### src/rtl/seg7_pkg.sv
// Shared definitions for the 7-segment capture path: active-low digit patterns,
// capture FSM states and the decimal wrap-around helper.
package seg7_pkg;

    // Patterns are active-low with index 0 = segment a ... index 6 = segment g.
    localparam logic [0:6] SEG_0     = 7'b0000001;
    localparam logic [0:6] SEG_1     = 7'b1001111;
    localparam logic [0:6] SEG_2     = 7'b0010010;
    localparam logic [0:6] SEG_3     = 7'b0000110;
    localparam logic [0:6] SEG_4     = 7'b1001100;
    localparam logic [0:6] SEG_5     = 7'b0100100;
    localparam logic [0:6] SEG_6     = 7'b1100000;
    localparam logic [0:6] SEG_7     = 7'b0001111;
    localparam logic [0:6] SEG_8     = 7'b0000000;
    localparam logic [0:6] SEG_9     = 7'b0001100;
    localparam logic [0:6] SEG_BLANK = 7'b1111111;

    typedef enum logic [1:0] {
        IDLE,
        TRACK,
        HOLD
    } state_e;

    function automatic logic [3:0] next_digit(input logic [3:0] d);
        return (d == 4'd9) ? 4'd0 : d + 4'd1;
    endfunction

endpackage

### src/rtl/seg7_decode.sv
// Combinational inverse of the BCD-to-7-segment encoder: maps an active-low
// segment pattern back to its digit and flags blank and illegal patterns.
module seg7_decode
    import seg7_pkg::*;
(
    input  logic [0:6] pattern,
    output logic [3:0] value,
    output logic       legal,
    output logic       is_blank
);

    // NOTE: every output gets a default before the case so no latch is inferred.
    always_comb begin
        value    = 4'd0;
        legal    = 1'b1;
        is_blank = 1'b0;
        case (pattern)
            SEG_0:     value = 4'd0;
            SEG_1:     value = 4'd1;
            SEG_2:     value = 4'd2;
            SEG_3:     value = 4'd3;
            SEG_4:     value = 4'd4;
            SEG_5:     value = 4'd5;
            SEG_6:     value = 4'd6;
            SEG_7:     value = 4'd7;
            SEG_8:     value = 4'd8;
            SEG_9:     value = 4'd9;
            SEG_BLANK: begin
                legal    = 1'b0;
                is_blank = 1'b1;
            end
            default:   legal = 1'b0;
        endcase
    end

endmodule

### src/rtl/seg7_capture.sv
// Glitch-filtering 7-segment monitor: accepts a pattern after STABLE_CYCLES of
// stability and decodes it. Define SEG7_SEQ_CHECK_EN to enable 0..9 sequence checking.
module seg7_capture
    import seg7_pkg::*;
#(
    parameter int STABLE_CYCLES = 4
) (
    input  logic       Clock,
    input  logic       Resetn,
    input  logic [0:6] seg,
    output logic [3:0] digit,
    output logic       digit_valid,
    output logic       invalid,
    output logic       blank,
    output logic       seq_err,
    output logic [7:0] accept_cnt
);

    localparam logic [3:0] CNT_LAST = 4'(STABLE_CYCLES - 1);

    logic [0:6] seg_q, seg_d;
    logic [0:6] cand_q, cand_d;
    logic [3:0] cnt_q, cnt_d;
    state_e     state_q, state_d;
    logic [3:0] digit_q, digit_d;
    logic       digit_valid_q, digit_valid_d;
    logic       invalid_q, invalid_d;
    logic       blank_q, blank_d;
    logic [7:0] accept_cnt_q, accept_cnt_d;

    logic [3:0] dec_value;
    logic       dec_legal;
    logic       dec_blank;

`ifdef SEG7_SEQ_CHECK_EN
    logic [3:0] prev_q, prev_d;
    logic       hist_q, hist_d;
    logic       seq_err_q, seq_err_d;
`endif

    // Acceptance only happens while seg_q == cand, so decoding cand is sufficient.
    seg7_decode u_decode (
        .pattern  (cand_q),
        .value    (dec_value),
        .legal    (dec_legal),
        .is_blank (dec_blank)
    );

    always_comb begin
        seg_d         = seg;
        cand_d        = cand_q;
        cnt_d         = cnt_q;
        state_d       = state_q;
        digit_d       = digit_q;
        digit_valid_d = 1'b0;
        invalid_d     = 1'b0;
        blank_d       = blank_q;
        accept_cnt_d  = accept_cnt_q;
`ifdef SEG7_SEQ_CHECK_EN
        prev_d        = prev_q;
        hist_d        = hist_q;
        seq_err_d     = 1'b0;
`endif

        // A change restarts tracking even on the edge that would have accepted.
        if (seg_q != cand_q) begin
            cand_d  = seg_q;
            cnt_d   = 4'd1;
            state_d = TRACK;
        end else if (state_q == TRACK) begin
            if (cnt_q < CNT_LAST) begin
                cnt_d = cnt_q + 4'd1;
            end else begin
                state_d = HOLD;
                if (dec_legal) begin
                    digit_d       = dec_value;
                    digit_valid_d = 1'b1;
                    blank_d       = 1'b0;
                    if (accept_cnt_q != 8'hFF) accept_cnt_d = accept_cnt_q + 8'd1;
`ifdef SEG7_SEQ_CHECK_EN
                    seq_err_d = hist_q && (dec_value != next_digit(prev_q));
                    prev_d    = dec_value;
                    hist_d    = 1'b1;
`endif
                end else if (dec_blank) begin
                    blank_d = 1'b1;
`ifdef SEG7_SEQ_CHECK_EN
                    hist_d  = 1'b0;
`endif
                end else begin
                    invalid_d = 1'b1;
                    blank_d   = 1'b0;
`ifdef SEG7_SEQ_CHECK_EN
                    hist_d    = 1'b0;
`endif
                end
            end
        end
    end

    // NOTE: sequential state uses non-blocking assignments so all flops update together.
    always_ff @(posedge Clock or negedge Resetn) begin
        if (!Resetn) begin
            seg_q         <= SEG_BLANK;
            cand_q        <= SEG_BLANK;
            cnt_q         <= 4'd0;
            state_q       <= IDLE;
            digit_q       <= 4'd0;
            digit_valid_q <= 1'b0;
            invalid_q     <= 1'b0;
            blank_q       <= 1'b0;
            accept_cnt_q  <= 8'd0;
        end else begin
            seg_q         <= seg_d;
            cand_q        <= cand_d;
            cnt_q         <= cnt_d;
            state_q       <= state_d;
            digit_q       <= digit_d;
            digit_valid_q <= digit_valid_d;
            invalid_q     <= invalid_d;
            blank_q       <= blank_d;
            accept_cnt_q  <= accept_cnt_d;
        end
    end

`ifdef SEG7_SEQ_CHECK_EN
    always_ff @(posedge Clock or negedge Resetn) begin
        if (!Resetn) begin
            prev_q    <= 4'd0;
            hist_q    <= 1'b0;
            seq_err_q <= 1'b0;
        end else begin
            prev_q    <= prev_d;
            hist_q    <= hist_d;
            seq_err_q <= seq_err_d;
        end
    end

    assign seq_err = seq_err_q;
`else
    assign seq_err = 1'b0;
`endif

    assign digit       = digit_q;
    assign digit_valid = digit_valid_q;
    assign invalid     = invalid_q;
    assign blank       = blank_q;
    assign accept_cnt  = accept_cnt_q;

endmodule

### config.mk
export PLATFORM = sky130hd
export DESIGN_NAME = seg7_capture
export DESIGN_NICKNAME = d
export VERILOG_FILES = /design/src/rtl/seg7_pkg.sv /design/src/rtl/seg7_decode.sv /design/src/rtl/seg7_capture.sv
export SDC_FILE = /design/constraint.sdc
export NUM_CORES = 1
export LEC_CHECK = 0
export ABC_AREA = 0
export CAP_MARGIN = 25
export CORE_ASPECT_RATIO = 0.7
export CORE_MARGIN = 10
export CORE_UTILIZATION = 52
export DETAILED_ROUTE_END_ITERATION = 10
export PLACE_DENSITY = 0.77
export SLEW_MARGIN = 10
export SYNTH_ARGS = -nofsm -noshare
export SYNTH_HDL_FRONTEND = slang
export SYNTH_SLANG_ARGS = --single-unit
### constraint.sdc
create_clock -name Clock -period 2.99 [get_ports Clock]
set_clock_uncertainty 0.15 [all_clocks]
set_input_delay 0.4485 -clock Clock [delete_from_list [all_inputs] [get_ports Clock]]
set_output_delay 0.4485 -clock Clock [all_outputs]
set_load 0.05 [all_outputs]
== Word-level counts from Yosys, hierarchy flattened ==
Cells that the tools add are included.
Word-level totals
  input port bits: 9
  register bits after elaboration: 35
  logic and storage cells: 57
Cells by class
  $add $sub $neg: 2
  bitwise gates (word level): 2
  mux-type cells: 20
  order comparisons: 1
  equality and inequality tests: 14
  reductions and logical operators: 9
Operators with widths (count)
  4-bit one-hot mux with 9 select lines: 1
  7-bit equality test (second input constant): 4
  7-bit by 4-bit equality test with 1-bit output (second input constant): 2
  1-bit two-way mux: 13
  4-bit two-way mux: 3
  10-bit OR reduction: 1
  8-bit by 1-bit adder with 8-bit output (second input constant): 1
  8-bit inequality test (second input constant): 1
  7-bit by 1-bit equality test with 1-bit output (second input constant): 1
  7-bit by 3-bit equality test with 1-bit output (second input constant): 1
  7-bit by 5-bit equality test with 1-bit output (second input constant): 1
  7-bit by 6-bit equality test with 1-bit output (second input constant): 1
  7-bit zero test: 1
  7-bit inequality test: 1
  2-bit two-way mux: 3
  5-bit AND reduction: 1
  4-bit by 1-bit adder with 4-bit output (second input constant): 1
  4-bit by 2-bit less-than comparator with 1-bit output (second input constant): 1
  2-bit AND reduction: 2
  4-bit AND reduction: 1
  2-bit nonzero test: 2
  3-bit AND reduction: 1
  2-bit by 1-bit equality test with 1-bit output (second input constant): 1
  2-bit inequality test (second input constant): 1
  1-bit NOT: 2

== Depth between registers and ports, before layout ==
  depth in word-level cells: 7
  depth in mapped cells: 8

== Hierarchy ==
From an unflattened synthesis, not the netlist that was laid out.
Second synthesis, totals
  cell total of the unflattened synthesis: 140
  area total of the unflattened synthesis: 1654.1 um2
By module, submodules not included
  seg7_capture: area each 1412.6 um2, instances 1, cells each 105
  seg7_decode: area each 241.5 um2, instances 1, cells each 35

== Worst setup path before layout ==
Ideal clock, no wire load.
  kind: reg2reg
  from: register cand_q[2] (netlist name)
  to: register digit_q[0] (netlist: digit[0])
  data arrival time: 2.082 ns
  period minus slack after synthesis: 2.359 ns
  setup slack: 0.631 ns
  path buffers: 2
  cell stages (with the launch flop): 8
  cell sequence: dfstp_2 -> clkbuf_1 -> xor2_1 -> nor3_1 -> nand3_1 -> a21oi_2 -> buf_6 -> mux2_1
On the way
  cells in the longest elaborated chain, start to end: 4
RTL lines
  start, declared: line seg7_capture.sv:22  | logic [0:6] cand_q, cand_d;
  start signal, assigned: line seg7_capture.sv:115  | cand_q <= cand_d;
  7-bit by 1-bit equality test with 1-bit output, or another cell as far along: line seg7_decode.sv:17  | case (pattern)
  10-bit OR reduction (no source line)
  1-bit two-way mux: line seg7_decode.sv:17
  4-bit AND reduction (no source line)
  end signal, assigned: line seg7_capture.sv:118  | digit_q <= digit_d;
  end, declared: line seg7_capture.sv:25  | logic [3:0] digit_q, digit_d;
Several ways; a longest one is shown, not always the timed one.
A chain may end at the register's enable or synchronous reset.

== Final worst setup path ==
  from: register cand_q[3] (netlist name)
  to: register digit_q[0] (netlist: digit[0])
Same word-level chain as after synthesis.

==> metrics.md <==
| Metric | Value |
|---|---|
| Max-slew violation count | `0` |
| Yosys cell types | `between 40 and 50` |
| Inserted Clock Buffers | `5` |
| Syn Nets | `154` |
| Post-route insts no fill | `just under 200` |
| Root buffer cell | `clkbuf_8` |
| Diode count | `0` |
| Share of post-route cells with drive strength above 1 | `around 17%` |
| Setup crit start kind | `register` |
| Reg-to-Reg Start | `cand_q[3]$_DFFE_PN1N_` |
| Leak Pwr | `around 0.00085 uW` |
| Input/output buffers | `23` |
| Post-CTS Resized | `0` |
| RSZ-0062 raised after global routing | `false` |
| CP delay by family, top | `compound AO/OA/AOI/OAI gates` |
| Post-Route WL | `about 3200 um` |
| Ys async rst share | `100%` |
| Yosys reg bits | `35` |
| Cells on worst reg2reg path | `6` |
| # Post-CTS Setup Buffers | `0` |
| Mapped Area | `1620 um2` |
| First-pass GRT wire length | `5600 um` |
| WHS | `between 0.2 and 0.25 ns` |
| Crit path DAT | `roughly 2.6 ns` |
| Initial antenna violation count | `0` |
| Critical path fanouts, max | `11` |
| Least-Margin Pin Slew | `0.511 ns` |
| Max Freq | `~380 MHz` |
| Worst skew pair latency | `~0.28 ns` |
| Slowest-stage cell, CP | `or4_4` |
| Final period util | `between 80% and 90%` |
| Mean post-synth cell area | `~11 um2` |
| Gr ovfl total | `0` |
| Critical path cell sequence | `or4_4, a2111oi_4, a311oi_1, a21oi_2, buf_4, mux2_1` |
| Final Wtd Congestion | `0.857` |
| Final Hold Fails | `0` |
| Die width | `86.7 um` |
| Clock slew at reported path FFs | `about 0.07 ns` |
| TNS Setup | `0 ns` |
| Worst Path Required | `3.01 ns` |
| R2R setup slack | `about 0.37 ns` |
| DR vias | `between 1000 and 1500` |
| Initial core utilization | `56.2%` |
| Yosys Warn Count | `0` |
| Design Power | `slightly below 900 uW` |
| Final #Nets | `~170` |
| Drt wl/cell | `between 15 and 20 um` |
| Vias per cell | `about 5.7` |
| WHS Path Cells | `0` |
| Num rows | `16` |
| Hold wc startpoint | `seg_q[6]$_DFF_PN1_` |
| Core area | `2880 um2` |
| Status | `finished, final reports clean` |
| I/O pin count | `25` |
| Crit path kind | `register to register` |
| Area growth syn-to-layout | `19.4%` |
| Detailed Place HPWL | `2360 um` |
| Largest stage delay on the critical path | `~0.54 ns` |
| Worst vdd ir | `roughly 0.00028 V` |
| Worst Hold End | `cand_q[6]$_DFFE_PN1N_` |
| EDFF count, synth | `0` |
| Endpoints failing setup | `0` |
| Die ar. | `~5800 um2` |
| Worst path buffer plus inverter count | `1` |
| Post-CTS Hold Fix Bufs | `0` |
| Synth Instances | `about 140` |
| Clock sinks | `35` |
| Clock Tree Buf Depth | `2` |
| Post-synth top flop | `dfrtp_1` |
| Final min period | `between 2 and 3 ns` |
| # H-tree levels | `2` |
| Initial DRC count | `117` |
| Crit path capture type | `register` |
| DRC Markers | `0` |
| Largest net degree at the start of global routing | `36` |
| Cells after DPL | `approximately 190` |
| GRT Total Usage | `12.1%` |
| Die Ht | `66.7 um` |
| Detail Route Antenna Nets | `0` |
| CTS tree | `built` |
| Vias in the first global route | `approximately 1200` |
| PD cells | `457 nW/um2` |
| Post-synthesis sequential area ratio | `55.1%` |
| Maxcap violations | `0` |
| Hold WC Path Type | `register to register` |
| First drt pass iteration count | `4` |
| Worst R2R End | `digit[0]$_DFFE_PN0P_` |
| Relative slew slack | `roughly 66%` |
cell usage after synthesis, types with 2 or more instances:
master / count / area share [%]
nor2_1: 5 / 1.2
inv_1: 3 / 0.69
o211ai_1: 2 / 0.93
nor3b_1: 2 / 0.93
nand3_1: 8 / 2.5
a21oi_1: 3 / 0.93
xor2_1: 9 / 4.9
nand2_1: 7 / 1.6
nor3_1: 6 / 1.9
ha_1: 2 / 1.5
nand4_1: 3 / 1.2
o21ai_1: 2 / 0.62
and3_1: 7 / 2.7
buf_2: 3 / 0.93
clkbuf_1: 10 / 2.3
dfstp_2: 14 / 23
nand2b_1: 2 / 0.77
and3b_1: 2 / 1.1
dfrtp_1: 21 / 32
mux2_1: 4 / 2.8
xnor2_1: 6 / 3.2
routing by layer:
metal	part of all wire, %	track usage, %	routed length, um	vias to the layer above
li1	-	-	-	526
met1	46	15.1	1460	562
met5	0	0	0	-
met3	4.6	3.16	145	9
met2	47	18.5	1500	31
met4	2.4	7.06	77	0
worst reg2reg max path: stages, from the launching register on:
cell and delay [ns]:
dfstp_2 0.43, or4_4 0.54, a2111oi_4 0.35, a311oi_1 0.13, a21oi_2 0.37, buf_4 0.21
mux2_1 0.32
state kept, by name, indices dropped and copies added (netlist names):
signal       cells
seg_q            7
blank            1
state_q          2
cnt_q            4
invalid          1
digit_valid      1
cand_q           7
digit            4
accept_cnt       8
worst max-delay path by stage:
stage	startpoint	end	slack [ns]	cells past startpoint
global placement	cand_q[3]$_DFFE_PN1N_	digit[3]$_DFFE_PN0P_	0.45	6
finish	cand_q[3]$_DFFE_PN1N_	digit[0]$_DFFE_PN0P_	0.37	6
CTS	cand_q[3]$_DFFE_PN1N_	digit[0]$_DFFE_PN0P_	0.37	6
global route	cand_q[5]$_DFFE_PN1N_	digit[3]$_DFFE_PN0P_	0.17	6
floorplan	cand_q[2]$_DFFE_PN1N_	digit[0]$_DFFE_PN0P_	0.63	7
detailed placement	cand_q[3]$_DFFE_PN1N_	digit[0]$_DFFE_PN0P_	0.38	6
report_power, final:
group          switching (uW)  internal (uW)
Clock                     161            163
Sequential               18.7            492
Combinational            26.5           24.3
area by class of cell:
cell class / count / area, um2
Inverter: 3 / 11.3
Clock inverter: 1 / 5.00
Tap cell: 36 / 45.0
Multi-Input combinational cell: 90 / 646
Clock buffer: 7 / 76.3
Fill cell: 219 / 946
Sequential cell: 35 / 893
Timing Repair Buffer: 27 / 260
cells by family after synthesis:
| kind of cell | share of synthesized area, % |
|---|---|
| compound gates | 8.64 |
| xor+xnor | 8.10 |
| fa+ha+maj | 1.54 |
| buf+inv | 5.09 |
| flops | 55.1 |
| mux | 4.32 |
| other cells | 0.231 |
| simple gates | 17.0 |
per-stage QoR:
stage / setup WS, ns / instance area (um2) / utilization, %
global placement: 0.452 / 1860 / 64.4
CTS: 0.368 / 1940 / 67.2
finish: 0.365 / 1940 / 67.2
detailed placement: 0.375 / 1860 / 64.4
global route: 0.172 / 1940 / 67.2
floorplan: 0.631 / 1620 / -
cells in the final DEF, fill, tap and decap left out, types with 6 or more instances in the layout:
cell,instances
xor2_1,9
clkdlybuf4s50_1,23
dfstp_2,14
nor3_1,6
xnor2_1,6
and3_1,7
nand3_1,8
nand2_1,7
dfrtp_1,21
No activity file was read; power rests on OpenSTA's default activity.
